## src/rtl/cube_pkg.sv

```systemverilog
// Shared definitions for the LED cube scan driver.
//   scan_state_t : scan sequencer states
//   lane_index   : maps (panel, color) to the serial lane / pixel-word lane
//   addr_width   : frame memory address width for a ROWS x COLS panel
//   win_width    : width of the BCM display-window counter
//   BRIGHT_W     : width of the global brightness value
//   BRIGHT_FRAC  : brightness is a fraction of 256, so on-times are >> BRIGHT_FRAC
package cube_pkg;

    typedef enum logic [2:0] {
        ST_IDLE,
        ST_PREP,
        ST_SHIFT,
        ST_LATCH,
        ST_DISPLAY,
        ST_BLANK
    } scan_state_t;

    localparam int BRIGHT_W    = 8;
    localparam int BRIGHT_FRAC = 8;

    function automatic int lane_index(input int panel, input int color, input int num_colors);
        return panel * num_colors + color;
    endfunction

    function automatic int addr_width(input int rows, input int cols);
        return $clog2(rows) + $clog2(cols);
    endfunction

    // Longest window is BASE_TICKS << (BIT_DEPTH-1), which fits in this many bits.
    function automatic int win_width(input int base_ticks, input int bit_depth);
        return $clog2(base_ticks) + bit_depth;
    endfunction

endpackage

```

## src/rtl/bcm_window_timer.sv

```systemverilog
// Binary-code-modulation display window timer.
// A start pulse opens a window of W = BASE_TICKS << plane cycles; on_active is
// high for the first (W * brightness_latched) >> 8 cycles of it and
// window_done marks the last cycle of the window.
//   clk, reset         : clock, asynchronous active-high reset
//   start              : one-cycle pulse, window begins on the following cycle
//   plane              : bit plane being displayed (selects W)
//   brightness_latched : global brightness for the current frame
//   on_active          : drive outputs during this cycle of the window
//   window_done        : this is the final cycle of the window
module bcm_window_timer
    import cube_pkg::*;
#(
    parameter int BASE_TICKS = 8,
    parameter int BIT_DEPTH  = 8,
    parameter int PLANE_W    = $clog2(BIT_DEPTH)
) (
    input  logic                clk,
    input  logic                reset,
    input  logic                start,
    input  logic [PLANE_W-1:0]  plane,
    input  logic [BRIGHT_W-1:0] brightness_latched,
    output logic                on_active,
    output logic                window_done
);

    localparam int WIN_W  = win_width(BASE_TICKS, BIT_DEPTH);
    localparam int PROD_W = WIN_W + BRIGHT_W;

    logic [WIN_W-1:0]  window_len;
    logic [WIN_W-1:0]  on_len;
    logic [PROD_W-1:0] product;
    logic [WIN_W-1:0]  cnt_q, cnt_d;
    logic              running_q, running_d;

    // The multiply is done at full width before the shift so no on-time
    // precision is lost for long windows.
    always_comb begin
        window_len  = WIN_W'(BASE_TICKS) << plane;
        product     = PROD_W'(window_len) * PROD_W'(brightness_latched);
        on_len      = WIN_W'(product >> BRIGHT_FRAC);
        window_done = running_q && (cnt_q == window_len - 1'b1);
        on_active   = running_q && (cnt_q < on_len);

        cnt_d     = cnt_q;
        running_d = running_q;
        if (start) begin
            cnt_d     = '0;
            running_d = 1'b1;
        end else if (running_q) begin
            if (window_done) begin
                cnt_d     = '0;
                running_d = 1'b0;
            end else begin
                cnt_d = cnt_q + 1'b1;
            end
        end
    end

    always_ff @(posedge clk or posedge reset) begin
        if (reset) begin
            cnt_q     <= '0;
            running_q <= 1'b0;
        end else begin
            cnt_q     <= cnt_d;
            running_q <= running_d;
        end
    end

endmodule

```

## src/rtl/led_panel_scan_driver.sv

```systemverilog
// LED panel scan driver: reads pixel words from frame memory, shifts one bit
// plane per row into NUM_PANELS x NUM_COLORS serial chains, latches it and
// drives the row for a BCM window scaled by a per-frame brightness, followed
// by a blanking gap.
//   clk, reset        : clock, asynchronous active-high reset
//   enable            : run scanning (checked in IDLE and at the end of BLANK)
//   brightness        : global dimming, captured at the start of each frame
//   rd_addr / rd_data : frame memory port {row, col}, data one cycle later
//   serial_clk        : shift clock, data stable across its rising edge
//   serial_data_out   : current plane bit of each lane
//   latch_enable      : one-cycle latch pulse per plane
//   output_enable_n   : active-low drive enable
//   row_select_n      : one-cold row drive
//   frame_done        : pulse after the last plane of the last row
module led_panel_scan_driver
    import cube_pkg::*;
#(
    parameter int NUM_PANELS   = 4,
    parameter int NUM_COLORS   = 3,
    parameter int ROWS         = 16,
    parameter int COLS         = 16,
    parameter int BIT_DEPTH    = 8,
    parameter int BASE_TICKS   = 8,
    parameter int BLANK_CYCLES = 4
) (
    input  logic                                        clk,
    input  logic                                        reset,
    input  logic                                        enable,
    input  logic [7:0]                                  brightness,
    output logic [$clog2(ROWS)+$clog2(COLS)-1:0]        rd_addr,
    input  logic [NUM_PANELS*NUM_COLORS*BIT_DEPTH-1:0]  rd_data,
    output logic                                        serial_clk,
    output logic                                        latch_enable,
    output logic                                        output_enable_n,
    output logic [NUM_PANELS*NUM_COLORS-1:0]            serial_data_out,
    output logic [ROWS-1:0]                             row_select_n,
    output logic                                        frame_done
);

    localparam int NUM_LANES = NUM_PANELS * NUM_COLORS;
    localparam int ROW_W     = $clog2(ROWS);
    localparam int COL_W     = $clog2(COLS);
    localparam int ADDR_W    = addr_width(ROWS, COLS);
    localparam int PLANE_W   = $clog2(BIT_DEPTH);
    localparam int BLANK_W   = $clog2(BLANK_CYCLES + 1);

    localparam logic [ROW_W-1:0]   LAST_ROW   = ROW_W'(ROWS - 1);
    localparam logic [COL_W-1:0]   LAST_COL   = COL_W'(COLS - 1);
    localparam logic [PLANE_W-1:0] LAST_PLANE = PLANE_W'(BIT_DEPTH - 1);
    localparam logic [BLANK_W-1:0] LAST_BLANK = BLANK_W'(BLANK_CYCLES - 1);

    scan_state_t state_q, state_d;
    logic [ROW_W-1:0]     row_q, row_d;
    logic [COL_W-1:0]     col_q, col_d;
    logic [PLANE_W-1:0]   plane_q, plane_d;
    logic                 phase_q, phase_d;
    logic [BLANK_W-1:0]   blank_cnt_q, blank_cnt_d;
    logic [BRIGHT_W-1:0]  bright_q, bright_d;

    logic                 serial_clk_q, serial_clk_d;
    logic                 latch_q, latch_d;
    logic                 oe_n_q, oe_n_d;
    logic [NUM_LANES-1:0] sdo_q, sdo_d;
    logic [ROWS-1:0]      row_sel_q, row_sel_d;
    logic [ADDR_W-1:0]    rd_addr_q, rd_addr_d;
    logic                 frame_done_q, frame_done_d;

    logic [NUM_LANES-1:0] lane_bits;
    logic                 frame_end;
    logic                 window_start;
    logic                 on_active;
    logic                 window_done;

    bcm_window_timer #(
        .BASE_TICKS (BASE_TICKS),
        .BIT_DEPTH  (BIT_DEPTH),
        .PLANE_W    (PLANE_W)
    ) u_timer (
        .clk                (clk),
        .reset              (reset),
        .start              (window_start),
        .plane              (plane_q),
        .brightness_latched (bright_q),
        .on_active          (on_active),
        .window_done        (window_done)
    );

    // Pick the current plane bit out of every lane of the pixel word.
    always_comb begin
        lane_bits = '0;
        for (int p = 0; p < NUM_PANELS; p++) begin
            for (int c = 0; c < NUM_COLORS; c++) begin
                lane_bits[lane_index(p, c, NUM_COLORS)] =
                    rd_data[lane_index(p, c, NUM_COLORS) * BIT_DEPTH + int'(plane_q)];
            end
        end
    end

    // Sequencer. The memory address is issued one step ahead of the shift so
    // that read data is back in time; the pin outputs are registered from the
    // current state and therefore trail it by one cycle as a group.
    always_comb begin
        state_d      = state_q;
        row_d        = row_q;
        col_d        = col_q;
        plane_d      = plane_q;
        phase_d      = phase_q;
        blank_cnt_d  = blank_cnt_q;
        bright_d     = bright_q;
        rd_addr_d    = rd_addr_q;
        frame_end    = 1'b0;
        window_start = 1'b0;

        unique case (state_q)
            ST_IDLE: begin
                if (enable) begin
                    state_d = ST_PREP;
                    row_d   = '0;
                    plane_d = '0;
                end
            end
            ST_PREP: begin
                state_d = ST_SHIFT;
                col_d   = LAST_COL;
                phase_d = 1'b0;
            end
            ST_SHIFT: begin
                if (!phase_q) begin
                    phase_d = 1'b1;
                    if (col_q != '0) begin
                        rd_addr_d = {row_q, col_q - 1'b1};
                    end
                end else begin
                    phase_d = 1'b0;
                    if (col_q == '0) begin
                        state_d = ST_LATCH;
                    end else begin
                        col_d = col_q - 1'b1;
                    end
                end
            end
            ST_LATCH: begin
                state_d      = ST_DISPLAY;
                window_start = 1'b1;
            end
            ST_DISPLAY: begin
                if (window_done) begin
                    state_d     = ST_BLANK;
                    blank_cnt_d = '0;
                end
            end
            ST_BLANK: begin
                if (blank_cnt_q == LAST_BLANK) begin
                    if (plane_q == LAST_PLANE) begin
                        plane_d = '0;
                        if (row_q == LAST_ROW) begin
                            row_d     = '0;
                            frame_end = 1'b1;
                        end else begin
                            row_d = row_q + 1'b1;
                        end
                    end else begin
                        plane_d = plane_q + 1'b1;
                    end
                    if (enable) begin
                        state_d = ST_PREP;
                    end else begin
                        state_d = ST_IDLE;
                        row_d   = '0;
                        plane_d = '0;
                    end
                end else begin
                    blank_cnt_d = blank_cnt_q + 1'b1;
                end
            end
            default: state_d = ST_IDLE;
        endcase

        // Entering PREP: point at the first column; a new frame also
        // captures brightness so it never changes part way through a frame.
        if (state_d == ST_PREP && state_q != ST_PREP) begin
            rd_addr_d = {row_d, LAST_COL};
            if (row_d == '0 && plane_d == '0) begin
                bright_d = brightness;
            end
        end

        serial_clk_d = (state_q == ST_SHIFT) && phase_q;
        sdo_d        = '0;
        if (state_q == ST_SHIFT) begin
            sdo_d = phase_q ? sdo_q : lane_bits;
        end
        latch_d      = (state_q == ST_LATCH);
        oe_n_d       = !((state_q == ST_DISPLAY) && on_active);
        frame_done_d = frame_end;
        row_sel_d    = row_sel_q;
        if (state_q == ST_IDLE) begin
            row_sel_d = '1;
        end else if (state_q == ST_LATCH) begin
            row_sel_d = ~(ROWS'(1) << row_q);
        end
    end

    always_ff @(posedge clk or posedge reset) begin
        if (reset) begin
            state_q      <= ST_IDLE;
            row_q        <= '0;
            col_q        <= '0;
            plane_q      <= '0;
            phase_q      <= 1'b0;
            blank_cnt_q  <= '0;
            bright_q     <= '0;
            serial_clk_q <= 1'b0;
            latch_q      <= 1'b0;
            oe_n_q       <= 1'b1;
            sdo_q        <= '0;
            row_sel_q    <= '1;
            rd_addr_q    <= '0;
            frame_done_q <= 1'b0;
        end else begin
            state_q      <= state_d;
            row_q        <= row_d;
            col_q        <= col_d;
            plane_q      <= plane_d;
            phase_q      <= phase_d;
            blank_cnt_q  <= blank_cnt_d;
            bright_q     <= bright_d;
            serial_clk_q <= serial_clk_d;
            latch_q      <= latch_d;
            oe_n_q       <= oe_n_d;
            sdo_q        <= sdo_d;
            row_sel_q    <= row_sel_d;
            rd_addr_q    <= rd_addr_d;
            frame_done_q <= frame_done_d;
        end
    end

    assign rd_addr         = rd_addr_q;
    assign serial_clk      = serial_clk_q;
    assign latch_enable    = latch_q;
    assign output_enable_n = oe_n_q;
    assign serial_data_out = sdo_q;
    assign row_select_n    = row_sel_q;
    assign frame_done      = frame_done_q;

endmodule

```

## config.mk

```make
export PLATFORM = sky130hd
export DESIGN_NAME = led_panel_scan_driver
export DESIGN_NICKNAME = d
export VERILOG_FILES = /design/src/rtl/cube_pkg.sv /design/src/rtl/bcm_window_timer.sv /design/src/rtl/led_panel_scan_driver.sv
export SDC_FILE = /design/constraint.sdc
export NUM_CORES = 1
export LEC_CHECK = 0
export BUFFER_PORTS_ARGS = -buffer_cell sky130_fd_sc_hd__buf_2
export CELL_PAD_IN_SITES_DETAIL_PLACEMENT = 0
export CELL_PAD_IN_SITES_GLOBAL_PLACEMENT = 2
export CORE_MARGIN = 2
export CORE_UTILIZATION = 34
export CTS_BUF_LIST = sky130_fd_sc_hd__clkbuf_8 sky130_fd_sc_hd__clkbuf_16
export DETAILED_ROUTE_END_ITERATION = 8
export PLACE_DENSITY = 0.89
export SYNTH_ARGS = -nofsm -noshare
export SYNTH_HDL_FRONTEND = slang
export SYNTH_SLANG_ARGS = --single-unit
```

## constraint.sdc

```tcl
create_clock -name clk -period 8.3 [get_ports clk]
set_clock_uncertainty 0.15 [all_clocks]
set_input_delay 0.83 -clock clk [delete_from_list [all_inputs] [get_ports clk]]
set_output_delay 0.83 -clock clk [all_outputs]
set_load 0.005 [all_outputs]
```

==> impl_metrics.tcl <==
set metrics [dict create \
    antenna_cells 0 \
    hold_buffers 0 \
    antenna_found_initial 0 \
    synth_compound_area_share_pct 12.9 \
    viasPerCell 5.16 \
    path_cells "inv_1, ha_1, nor2b_1, nand2_1, fa_1, fa_1, inv_1, fa_1, inv_1, fa_1, inv_1, ha_1, and3_1, a21oi_1, o2111ai_1, o2111ai_1, nor3b_1, ha_1, a21oi_1, nor2b_1, o21ai_0, o211ai_1, a211o_1" \
    p_clk_share_pct 41.8 \
    ys.flop_type "dfrtp_1" \
    synthMuxAreaShare_pct 10.6 \
    max_stage_delay_ns 0.79 \
    crit_path_top_delay_cell "dfrtp_1" \
    avgSynthCellArea_um2 9.50 \
    status "finished clean" \
    slew_headroom_pct 27.0 \
    critPathBufInv 4 \
    reg2reg_depth 23 \
    final_common_cell "buf_2" \
    hp-class "flip-flop to flip-flop" \
    worst_pin_slew_ns 1.10 \
    grt_max_degree 79 \
    post_cts_buffers 0 \
    cp_max_fo 28 \
    yosys.area_share.simple_pct 18.4 \
    multi_input_area_mm2 0.00464 \
    min_from "row_select_n[10]" \
    grt_pass1_wl_um 30200 \
    synth_edf_count 0 \
    drv_cap 0 \
    slew_violations 0 \
    p_int_uw 751 \
    clkSlewWorstSetupHoldPaths_ns 0.06 \
    cts_buffer_depth 2 \
    required_ns 8.42 \
    ioPinCount 147 \
    layout-drive-gt1-share_pct 26.7 \
    ys_seq_area_share_pct 28.0 \
    seqCellArea_mm2 0.00197 \
    share_comb_of_total_power_pct 17.0 \
    cp.depth 23 \
    insertion_delay_ns 0.34 \
    nets 1066 \
    p_sw_uw 276 \
    area_growth_pct 17.9 \
    drt-initial-drc-count 376 \
    fin_crit_ns 7.18 \
    cts_resized 0 \
    core_mm2 0.0203 \
    synthXorXnorAreaFrac_pct 3.35 \
    synth-adder-area-share_pct 20.6 \
    swShare_pct 26.9 \
    htree_levels 3 \
    grt_use_total_pct 17.0 \
    async_reset_ff_share_pct 100 \
    ant_nets 0 \
    yosys_warnings 0 \
    min_period_over_period_pct 86.5 \
    cts_sinks 78 \
    synth_nets 944 \
    drc 0 \
    grt-ovfl-total 0 \
    fp.dieW_um 148 \
    crit_path_start_kind "flip-flop" \
    place_hpwl_um 13300 \
    setup_violations 0 \
    hold_viol 0 \
    die_height_um 148 \
    cts_tree "done" \
    grt_pass1_vias 6167 \
    reg2reg_slack_ns 1.12 \
    initial_utilization_pct 34.7 \
    rows 52 \
    clock.fmax_mhz 139 \
    cts_buffers 9 \
    syn_area_mm2 0.00705 \
    leakage_nw 4.11 \
    rsz0062_at_grt "false" \
    dieArea_mm2 0.0219 \
    endpoint_kind "flip-flop" \
    power_frac_seq_pct 41.2 \
    ctsRootBufferMaster "clkbuf_16" \
    worst_hold_slack_ns 0.350 \
    synth_top_family_by_area "adder cells" \
    num_vias 5878 \
    power_density_mw_per_mm2 123 \
    port_buffers 146 \
    syn_inst 742 \
    path_delay_family "adder cells" \
    rr_endpoint "output_enable_n" \
    dr.pass1.iters 4 \
    min_path_cells 2 \
    synth.distinct_cells 63 \
    setup-tns-final_ns 0 \
    nFillCells 2064 \
    crit_type "flip-flop to flip-flop" \
    place_congestion 0.809 \
    hold_path_end "row_select_n[10]" \
    pre_cts_slack_ns 1.13 \
    worstPathArrival_ns 7.31 \
    finalWorstSetupSlack_ns 1.12 \
    final_core_util_pct 41.0 \
    synth_seq_cells 78 \
    totalWireLength_um 17700 \
    timing.rr.start "plane_q[1]" \
    wl_per_cell_um 15.5 \
    critPathLaunch "plane_q[1]" \
    irDropWorstVdd_uv 94.0 \
    final_cell_mix "146 x buf_2, 72 x inv_1, 61 x nand2_1" \
]
==> worst min-delay path, cell delays in order (launching register included) <==
cell and delay [ns]:
dfstp_2 0.37, nor2_1 0.09, a31oi_1 0.04
==> cell usage after synthesis, drive strengths merged (9+ instances only) <==
library cell / count / area (um2)
inv: 71 / 267
dfrtp: 61 / 1530
nand2: 61 / 229
ha: 60 / 751
a21oi: 48 / 240
nor2: 43 / 161
and2: 35 / 219
fa: 35 / 701
clkbuf: 31 / 116
and3: 24 / 150
mux4: 24 / 541
o21ai: 22 / 110
nand3: 21 / 105
dfstp: 17 / 447
a31oi: 16 / 100
xnor2: 16 / 140
mux2: 13 / 146
xor2: 11 / 96.3
buf: 10 / 48.8
nand4: 10 / 62.6
o211ai: 10 / 75.1
nand2b: 9 / 56.3
==> state kept, by name, indices dropped and copies added, names as in the netlist, 3 cells and up <==
name,count
col_q,4
row_q,4
blank_cnt_q,3
plane_q,3
state_q,3
serial_data_out,12
bright_q,8
row_select_n,16
rd_addr,8
u_timer.cnt_q,11
==> per-stage QoR <==
step / total power [mW] / std cells / cell area, um2
after floorplan: 0.548 / 742 / 7050
after global placement: 0.604 / 1123 / 8000
after global routing: 1.08 / 1139 / 8320
final: 1.03 / 1139 / 8320
after CTS: 1.04 / 1139 / 8320
after detailed placement: 0.606 / 1123 / 8000
==> how the worst max path moves through the flow <==
| stage | end |
|---|---|
| final | output_enable_n |
| after global routing | output_enable_n |
| after CTS | output_enable_n |
| after detailed placement | output_enable_n |
| after global placement | output_enable_n |
| after floorplan | output_enable_n |
==> logic make-up (layout without fill, tap and decap cells) <==
| family | Yosys count | count (layout) |
|---|---|---|
| AOI/OAI and AO/OA | 140 | 140 |
| muxes | 43 | 43 |
| and+or+nand+nor | 246 | 246 |
| xor gates and xnor gates | 27 | 27 |
| adders and majority gates | 95 | 95 |
| buffers and inverters | 113 | 240 |
| DFF | 78 | 78 |
==> per-layer routing <==
| layer | wire length, um | global-route usage [%] | part of all wire, % |
|---|---|---|---|
| met2 | 8500 | 28.5 | 48 |
| met5 | 0 | 0 | 0 |
| met1 | 8160 | 22.4 | 46 |
| met3 | 833 | 3.43 | 4.7 |
| met4 | 165 | 4.57 | 0.93 |
==> power groups by stage <==
stage / combinational (mW) / sequential (mW) / clock [mW]
6_report: 0.174 / 0.423 / 0.429
3_3_place_gp: 0.173 / 0.431 / 0
5_1_grt: 0.199 / 0.426 / 0.460
2_1_floorplan: 0.136 / 0.412 / 0
3_5_place_dp: 0.176 / 0.430 / 0
4_1_cts: 0.177 / 0.423 / 0.443
==> area by class of cell <==
cell class | instances | share of cell area (%)
clock buffers | 9 | 2.71
clock inverters | 7 | 1.07
inverters | 72 | 3.27
multi-input cells | 551 | 55.8
flip-flops and latches | 78 | 23.7
well taps | 270 | 4.06
repair buffers | 152 | 9.33
Note: power is estimated with default switching activity, not from simulation.
